--- src/rtl/bnn_conv_pkg.sv ---
// ============================================================================
//  Module      : bnn_conv_pkg
//  Description : Shared types, header/weight field widths and popcount helper
//                for the multi-channel binary 3x3 convolution engine.
//  Revision    : 1.0 - initial release
// ============================================================================
`default_nettype none

package bnn_conv_pkg;

    typedef enum logic [2:0] {
        ST_IDLE  = 3'd0,
        ST_WLOAD = 3'd1,
        ST_HDR   = 3'd2,
        ST_FILL  = 3'd3,
        ST_CONV  = 3'd4,
        ST_DONE  = 3'd5
    } state_t;

    localparam logic [15:0] c_hdr_term = 16'h00FF;
    localparam int          c_hdr_n_w  = 5;
    localparam int          c_wgt_k_w  = 4;
    localparam int          c_kern_w   = 9;

    function automatic logic [3:0] popcount9(input logic [8:0] v);
        logic [3:0] s;
        s = 4'd0;
        for (int i = 0; i < 9; i++) begin
            s = s + {3'b000, v[i]};
        end
        return s;
    endfunction

endpackage

`default_nettype wire

--- src/rtl/bnn_pe.sv ---
// ============================================================================
//  Module      : bnn_pe
//  Description : One output pixel: 9-bit XNOR against the kernel, popcount,
//                compare against THRESH.
//  Revision    : 1.0 - initial release
// ============================================================================
`default_nettype none

module bnn_pe
    import bnn_conv_pkg::*;
#(
    parameter int THRESH = 5
) (
    input  logic [c_kern_w-1:0] i_kernel,
    input  logic [c_kern_w-1:0] i_window,
    output logic                o_bit
);

    localparam logic [4:0] c_thresh = 5'(THRESH);

    logic [3:0] w_count;

    always_comb begin
        w_count = popcount9(~(i_kernel ^ i_window));
        o_bit   = ({1'b0, w_count} >= c_thresh);
    end

endmodule

`default_nettype wire

--- src/rtl/bnn_conv_mc.sv ---
// ============================================================================
//  Module      : bnn_conv_mc
//  Description : Multi-channel binary 3x3 XNOR/popcount convolution over a
//                sequence of SRAM images. Optional BNN_DIM_CHECK_EN adds
//                dut_error and rejects headers with N outside 3..DATA_W.
//  Revision    : 1.0 - initial release
// ============================================================================
`default_nettype none

module bnn_conv_mc
    import bnn_conv_pkg::*;
#(
    parameter int DATA_W = 16,
    parameter int ADDR_W = 12,
    parameter int MAX_CH = 4,
    parameter int THRESH = 5
) (
    input  logic              clk,
    input  logic              reset_b,
    input  logic              dut_run,
    output logic              dut_busy,
    output logic [ADDR_W-1:0] dut_sram_read_address,
    input  logic [DATA_W-1:0] sram_dut_read_data,
    output logic [ADDR_W-1:0] dut_sram_write_address,
    output logic [DATA_W-1:0] dut_sram_write_data,
    output logic              dut_sram_write_enable,
    output logic [ADDR_W-1:0] dut_wmem_read_address,
    input  logic [DATA_W-1:0] wmem_dut_read_data
`ifdef BNN_DIM_CHECK_EN
    ,
    output logic              dut_error
`endif
);

    localparam logic [ADDR_W-1:0] c_addr_one = ADDR_W'(1);

    state_t                 state_q, state_d;
    logic [c_hdr_n_w-1:0]   cnt_q, cnt_d;
    logic [c_wgt_k_w-1:0]   k_q, k_d;
    logic [c_wgt_k_w-1:0]   ch_q, ch_d;
    logic [c_hdr_n_w-1:0]   n_q, n_d;
    logic [ADDR_W-1:0]      ptr_q, ptr_d;
    logic [ADDR_W-1:0]      rd_addr_q, rd_addr_d;
    logic [ADDR_W-1:0]      wm_addr_q, wm_addr_d;
    logic [ADDR_W-1:0]      wr_cnt_q, wr_cnt_d;
    logic [ADDR_W-1:0]      wr_addr_q, wr_addr_d;
    logic [DATA_W-1:0]      wr_data_q, wr_data_d;
    logic                   wr_en_q, wr_en_d;
    logic                   busy_q, busy_d;
    logic [DATA_W-1:0]      row0_q, row0_d;
    logic [DATA_W-1:0]      row1_q, row1_d;
    logic [DATA_W-1:0]      row2_q, row2_d;
    logic [c_kern_w-1:0]    kern_q [MAX_CH];
    logic [c_kern_w-1:0]    kern_d [MAX_CH];
`ifdef BNN_DIM_CHECK_EN
    logic                   err_q, err_d;
    logic                   w_n_bad;
`endif

    logic [c_wgt_k_w-1:0]   w_k_clamped;
    logic [c_kern_w-1:0]    w_kern_sel;
    logic [DATA_W-3:0]      w_pe_bits;
    logic [DATA_W-3:0]      w_mask;
    logic [DATA_W-1:0]      w_row_out;
    logic                   w_hdr_term;
    logic                   w_unused;

    assign w_unused = ^wmem_dut_read_data[DATA_W-1:c_kern_w];

    always_comb begin
        w_k_clamped = wmem_dut_read_data[c_wgt_k_w-1:0];
        if (w_k_clamped == 4'd0) begin
            w_k_clamped = 4'd1;
        end else if (w_k_clamped > 4'(MAX_CH)) begin
            w_k_clamped = 4'(MAX_CH);
        end
        w_kern_sel = '0;
        for (int i = 0; i < MAX_CH; i++) begin
            if (ch_q == 4'(i)) begin
                w_kern_sel = kern_q[i];
            end
        end
        w_hdr_term = (sram_dut_read_data == DATA_W'(c_hdr_term));
`ifdef BNN_DIM_CHECK_EN
        w_n_bad = (sram_dut_read_data[c_hdr_n_w-1:0] < 5'd3) ||
                  ({1'b0, sram_dut_read_data[c_hdr_n_w-1:0]} > 6'(DATA_W));
`endif
    end

    // Window bit 3*r+c is image row (out_row+r), column (j+c).
    for (genvar j = 0; j < DATA_W - 2; j++) begin : g_pe
        bnn_pe #(
            .THRESH (THRESH)
        ) u_pe (
            .i_kernel (w_kern_sel),
            .i_window ({row2_q[j+2], row2_q[j+1], row2_q[j],
                        row1_q[j+2], row1_q[j+1], row1_q[j],
                        row0_q[j+2], row0_q[j+1], row0_q[j]}),
            .o_bit    (w_pe_bits[j])
        );
        assign w_mask[j] = ({1'b0, n_q} > 6'(j + 2));
    end

    assign w_row_out = {2'b00, w_pe_bits & w_mask};

    always_comb begin
        state_d   = state_q;
        cnt_d     = cnt_q;
        k_d       = k_q;
        ch_d      = ch_q;
        n_d       = n_q;
        ptr_d     = ptr_q;
        rd_addr_d = rd_addr_q;
        wm_addr_d = wm_addr_q;
        wr_cnt_d  = wr_cnt_q;
        wr_addr_d = wr_addr_q;
        wr_data_d = wr_data_q;
        wr_en_d   = 1'b0;
        row0_d    = row0_q;
        row1_d    = row1_q;
        row2_d    = row2_q;
        kern_d    = kern_q;
`ifdef BNN_DIM_CHECK_EN
        err_d     = err_q;
`endif

        unique case (state_q)
            ST_IDLE: begin
                if (dut_run) begin
                    state_d   = ST_WLOAD;
                    cnt_d     = '0;
                    ptr_d     = '0;
                    rd_addr_d = '0;
                    wm_addr_d = '0;
                    wr_cnt_d  = '0;
`ifdef BNN_DIM_CHECK_EN
                    err_d     = 1'b0;
`endif
                end
            end
            // Weight addresses are issued every cycle; data trails by one,
            // and the first header address (ptr) is already on the input bus.
            ST_WLOAD: begin
                wm_addr_d = wm_addr_q + c_addr_one;
                cnt_d     = cnt_q + 5'd1;
                if (cnt_q == 5'd1) begin
                    k_d = w_k_clamped;
                end else if (cnt_q >= 5'd2) begin
                    for (int i = 0; i < MAX_CH; i++) begin
                        if (cnt_q - 5'd2 == 5'(i)) begin
                            kern_d[i] = wmem_dut_read_data[c_kern_w-1:0];
                        end
                    end
                    if (cnt_q - 5'd1 == {1'b0, k_q}) begin
                        state_d = ST_HDR;
                        cnt_d   = 5'd1;
                    end
                end
            end
            // cnt 0 means the header address is being issued this cycle.
            ST_HDR: begin
                if (cnt_q == 5'd0) begin
                    cnt_d = 5'd1;
                end else if (w_hdr_term) begin
                    state_d = ST_DONE;
`ifdef BNN_DIM_CHECK_EN
                end else if (w_n_bad) begin
                    state_d = ST_DONE;
                    err_d   = 1'b1;
`endif
                end else begin
                    n_d       = sram_dut_read_data[c_hdr_n_w-1:0];
                    ch_d      = '0;
                    cnt_d     = '0;
                    rd_addr_d = ptr_q + c_addr_one;
                    state_d   = ST_FILL;
                end
            end
            ST_FILL: begin
                rd_addr_d = rd_addr_q + c_addr_one;
                cnt_d     = cnt_q + 5'd1;
                if (cnt_q != 5'd0) begin
                    row0_d = row1_q;
                    row1_d = row2_q;
                    row2_d = sram_dut_read_data;
                end
                if (cnt_q == 5'd3) begin
                    state_d = ST_CONV;
                    cnt_d   = '0;
                end
            end
            ST_CONV: begin
                rd_addr_d = rd_addr_q + c_addr_one;
                cnt_d     = cnt_q + 5'd1;
                row0_d    = row1_q;
                row1_d    = row2_q;
                row2_d    = sram_dut_read_data;
                wr_en_d   = 1'b1;
                wr_data_d = w_row_out;
                wr_addr_d = wr_cnt_q;
                wr_cnt_d  = wr_cnt_q + c_addr_one;
                if (cnt_q == n_q - 5'd3) begin
                    cnt_d = '0;
                    if (ch_q < k_q - 4'd1) begin
                        ch_d      = ch_q + 4'd1;
                        rd_addr_d = ptr_q + c_addr_one;
                        state_d   = ST_FILL;
                    end else begin
                        ptr_d     = ptr_q + {{(ADDR_W-c_hdr_n_w){1'b0}}, n_q} + c_addr_one;
                        rd_addr_d = ptr_q + {{(ADDR_W-c_hdr_n_w){1'b0}}, n_q} + c_addr_one;
                        state_d   = ST_HDR;
                    end
                end
            end
            ST_DONE: begin
                state_d = ST_IDLE;
            end
            default: begin
                state_d = ST_IDLE;
            end
        endcase

        busy_d = (state_d != ST_IDLE);
    end

    always_ff @(posedge clk or negedge reset_b) begin
        if (!reset_b) begin
            state_q   <= ST_IDLE;
            cnt_q     <= '0;
            k_q       <= '0;
            ch_q      <= '0;
            n_q       <= '0;
            ptr_q     <= '0;
            rd_addr_q <= '0;
            wm_addr_q <= '0;
            wr_cnt_q  <= '0;
            wr_addr_q <= '0;
            wr_data_q <= '0;
            wr_en_q   <= 1'b0;
            busy_q    <= 1'b0;
            row0_q    <= '0;
            row1_q    <= '0;
            row2_q    <= '0;
            for (int i = 0; i < MAX_CH; i++) begin
                kern_q[i] <= '0;
            end
`ifdef BNN_DIM_CHECK_EN
            err_q     <= 1'b0;
`endif
        end else begin
            state_q   <= state_d;
            cnt_q     <= cnt_d;
            k_q       <= k_d;
            ch_q      <= ch_d;
            n_q       <= n_d;
            ptr_q     <= ptr_d;
            rd_addr_q <= rd_addr_d;
            wm_addr_q <= wm_addr_d;
            wr_cnt_q  <= wr_cnt_d;
            wr_addr_q <= wr_addr_d;
            wr_data_q <= wr_data_d;
            wr_en_q   <= wr_en_d;
            busy_q    <= busy_d;
            row0_q    <= row0_d;
            row1_q    <= row1_d;
            row2_q    <= row2_d;
            for (int i = 0; i < MAX_CH; i++) begin
                kern_q[i] <= kern_d[i];
            end
`ifdef BNN_DIM_CHECK_EN
            err_q     <= err_d;
`endif
        end
    end

    assign dut_busy               = busy_q;
    assign dut_sram_read_address  = rd_addr_q;
    assign dut_sram_write_address = wr_addr_q;
    assign dut_sram_write_data    = wr_data_q;
    assign dut_sram_write_enable  = wr_en_q;
    assign dut_wmem_read_address  = wm_addr_q;
`ifdef BNN_DIM_CHECK_EN
    assign dut_error              = err_q;
`endif

endmodule

`default_nettype wire

--- config.mk ---
export PLATFORM = sky130hd
export DESIGN_NAME = bnn_conv_mc
export DESIGN_NICKNAME = d
export VERILOG_FILES = /design/src/rtl/bnn_conv_pkg.sv /design/src/rtl/bnn_pe.sv /design/src/rtl/bnn_conv_mc.sv
export SDC_FILE = /design/constraint.sdc
export NUM_CORES = 1
export LEC_CHECK = 0
export CAP_MARGIN = 15
export CELL_PAD_IN_SITES_DETAIL_PLACEMENT = 0
export CELL_PAD_IN_SITES_GLOBAL_PLACEMENT = 1
export CORE_ASPECT_RATIO = 1.5
export CORE_MARGIN = 2
export CORE_UTILIZATION = 48
export CTS_BUF_LIST = sky130_fd_sc_hd__clkbuf_16
export DETAILED_ROUTE_END_ITERATION = 16
export PLACE_DENSITY = 0.88
export SLEW_MARGIN = 20
export SYNTH_ARGS = -nofsm -noshare
export SYNTH_HDL_FRONTEND = slang
export SYNTH_SLANG_ARGS = --single-unit
--- constraint.sdc ---
create_clock -name clk -period 6.1 [get_ports clk]
set_input_delay 0.915 -clock clk [delete_from_list [all_inputs] [get_ports clk]]
set_output_delay 0.915 -clock clk [all_outputs]
set_load 0.05 [all_outputs]
==> results by group <==
Synth
  • Top post-synthesis cells by area: dfrtp_1 (33%), fa_1 (10%), ha_1 (10%)
  • Post-synth EDFFs: 0
  • Area leader, netlist: dfrtp_1
  • Post-synthesis sequential area ratio: 32.5%
  • Post-Synth Simple-Gate Area: 11.5%
  • Synth top area share: 32.5%
  • FF+latch count, synth: 181
  • XOR/XNOR share of the synthesized area: 10.7%
  • Post-synthesis adder-cell area fraction: 20.3%
  • Most numerous cell in the Yosys netlist: dfrtp_1
  • Synthesized area per cell: 10.1 µm²
  • Post-synthesis compound-gate area fraction: 11.3%
  • Largest family of logic cells by synthesized area: adder cells
  • Netlist cell types: 84
  • Synth Warn #: 0
  • Cell area after synthesis: 13900 µm²
  • Synth cell count leaders: dfrtp_1 (181), inv_1 (149), nand2_1 (116)
  • Portion of netlist area occupied by mux cells: 7.68%
  • Main flop type after synthesis: dfrtp_1
  • Async set-reset flop share out of synthesis: 100%
  • Cells after Synth: 1375

GRT
  • First-pass GRT wire length: 53.0 mm
  • Overall Global Routing Usage: 22.4%
  • Vias in the first global route: 10600
  • Largest net degree at the start of global routing: 103
  • Initial antenna violation count: 0
  • GRT Residual Overflow: 0

Worst setup path
  • Startpoint types: flop
  • Critical-path top delay cell: fa_1
  • Critical Path End Type: flop
  • Crit Path Class: flop to flop
  • R2R Setup Slk: 0.42 ns
  • Worst reg2reg path startpoint: ch_q[1]
  • Critical Path Fanout Max: 11
  • Worst path max stage delay: 0.53 ns
  • Arrival time of the worst setup path: 5.99 ns
  • Reg2Reg Depth: 24
  • Crit path cell chain: inv_1, ha_1, nor4b_4, buf_4, a22oi_1, nor2_1, a21oi_1, o21ai_2, buf_12, xnor2_1, ha_1, inv_1, fa_1, fa_1, fa_1, inv_1, ha_1, inv_1, fa_1, nand2b_1, a221oi_1, o21ai_0, o32ai_1, o21ai_0
  • Critical Path RT: 6.41 ns
  • Reg2reg end: dut_sram_write_data[1]

Clock tree
  • Clock sink count: 181
  • Clk pin slew, worst setup/hold paths: 0.07 ns
  • Clock latency on the worst-skew pair: 0.46 ns
  • Post-CTS setup buffers: 0
  • Clock Tree Root: clkbuf_16
  • CTS tree: done
  • Post-cts sizing count: 0
  • Maximum clock insertion buffer count: 2
  • Htree depth: 4
  • Hold_buf cts: 0
  • Clock buffer count from CTS: 17

Floorplan
  • DIE HEIGHT: 213 µm
  • Core box area: 28600 µm²
  • Die Width: 143 µm
  • Die ar.: 30400 µm²
  • Num rows: 76
  • Top-Level Pins: 89
  • Initial core utilization: 48.7%

Placed design
  • DP Wirelength: 24.3 mm
  • Inst Count DP: 1819
  • Gp weighted congestion: 0.842
  • PortBufs: 79

Timing
  • Min Tclk post-route: 5.68 ns
  • Pins Over Slew Limit: 0
  • Hold Vio Cnt, Final: 0
  • Actual slew at the worst max-slew pin: 1.07 ns
  • Clock skew: 0.0102 ns
  • Final Cycle Share: 93.1%
  • Max_slew headroom: 28.1%
  • TNS Setup: 0 ns
  • FMAX: 176 MHz
  • Unrepaired setup endpoints after global routing: no
  • Setup violators final: 0

Final layout
  • Ant. Diodes: 0
  • Number of nets in the layout: 1666
  • Fill count: 2500
  • Non-Filler Instances: 1851
  • Area growth, synth to finish: 12.9%
  • Share of cells above drive strength 1: 12.2%

Hold path
  • Hold Path Class: flop to flop
  • HP Start: dut_wmem_read_address[11]
  • Hold Path Sink: dut_wmem_read_address[11]
  • Hold depth: 1

Status
  • Outcome: finished, final reports clean

Drt
  • Routed wire length: 32.0 mm
  • DRC viols: 0
  • Vias after detailed routing: 10100
  • Wirelength per Cell: 17.3 µm
  • Vias/cell: 5.47
  • 1st-iter DRT viols: 427
  • TritonRoute pass-1 iters: 4
  • Final ANT Viol Nets: 0

Job
  • Maxcap violations: 0
-- worst max-delay path by stage --
stage	startpoint	end	slack [ns]	depth (start not counted)
5_1_grt	ch_q[1]	dut_sram_write_data[1]	0.02	24
3_3_place_gp	ch_q[1]	dut_sram_write_data[6]	0.54	23
4_1_cts	ch_q[1]	dut_sram_write_data[1]	0.43	24
6_report	ch_q[1]	dut_sram_write_data[1]	0.42	24
2_1_floorplan	ch_q[1]	dut_sram_write_data[11]	0.83	23
3_5_place_dp	ch_q[1]	dut_sram_write_data[13]	0.43	24
-- critical path, delay by kind of cell (launching register included) --
family,cells,cell delay [ns]
adder cells (fa/ha/maj),7,2.66
AND/OR/NAND/NOR,3,0.40
XOR/XNOR,1,0.08
AO/OA/AOI/OAI,7,1.22
flip-flops,1,0.46
buffers and inverters,6,0.70
-- cells in the final DEF (no fill, tap or decap), types with 8 or more instances in the layout --
master	netlist	final
o211ai_1	8	8
a22oi_1	14	14
nand4_1	9	9
a21oi_1	55	55
nor2_1	51	51
clkbuf_16	0	17
mux2_2	84	84
clkdlybuf4s50_1	0	78
mux2i_1	9	9
xor2_1	99	99
o31ai_1	10	10
inv_1	149	152
nand3_1	31	31
nand3b_1	10	10
ha_1	112	112
nor3_1	19	19
o22ai_1	9	9
fa_1	71	71
and3_1	14	14
dfrtp_1	181	181
buf_4	14	22
o21ai_2	10	10
nand2b_1	10	10
nand2_1	116	115
o21ai_0	63	63
xnor2_1	68	68
-- area by class of cell --
cell class              count  area [µm²]  area share (%)
clock inverters            15         141           0.899
inverters                 149         559            3.56
flip-flops and latches    181        4530            28.8
multi-input cells         996        8590            54.6
repair buffers            103        1000            6.35
well taps                 390         488            3.10
clock buffers              17         425            2.70
-- stage by stage --
step / util [%] / setup slack, ns / hold WS (ns) / area [µm²]
final: 55.0 / 0.420 / 0.468 / 15700
after global routing: 55.0 / 0.0160 / 0.491 / 15700
after CTS: 54.9 / 0.425 / 0.475 / 15700
after detailed placement: 53.0 / 0.428 / 0.464 / 15200
after global placement: 53.0 / 0.540 / 0.459 / 15200
after floorplan: - / 0.835 / 0.448 / 13900
-- metal layers --
metal  wire (µm)  track usage [%]
met5           0                0
met4        1180             11.3
met3        1060             2.59
met2       17100             40.9
met1       12700             25.4
-- kinds of logic (layout without fill, tap and decap cells) --
group | Yosys count | in the layout
compound gates | 238 | 238
xor+xnor | 168 | 168
fa+ha+maj | 183 | 183
buf+inv | 199 | 284
flops | 181 | 181
mux | 96 | 96
other cells | 1 | 2
simple gates | 309 | 309
-- flip-flops by register name, indices dropped and copies added (netlist names) --
name and flops:
dut_sram_write_data 14, wr_cnt_q 12, dut_wmem_read_address 12, kern_q 36, ptr_q 12, dut_busy 1
dut_sram_read_address 12, state_q 3, dut_sram_write_address 12, dut_sram_write_enable 1, k_q 4, ch_q 4
row2_q 16, cnt_q 5, row1_q 16, row0_q 16, n_q 5
Power is left out: the tool's default activity adds up to more than one toggle a clock period on the data nets, which glitch-free logic cannot reach.
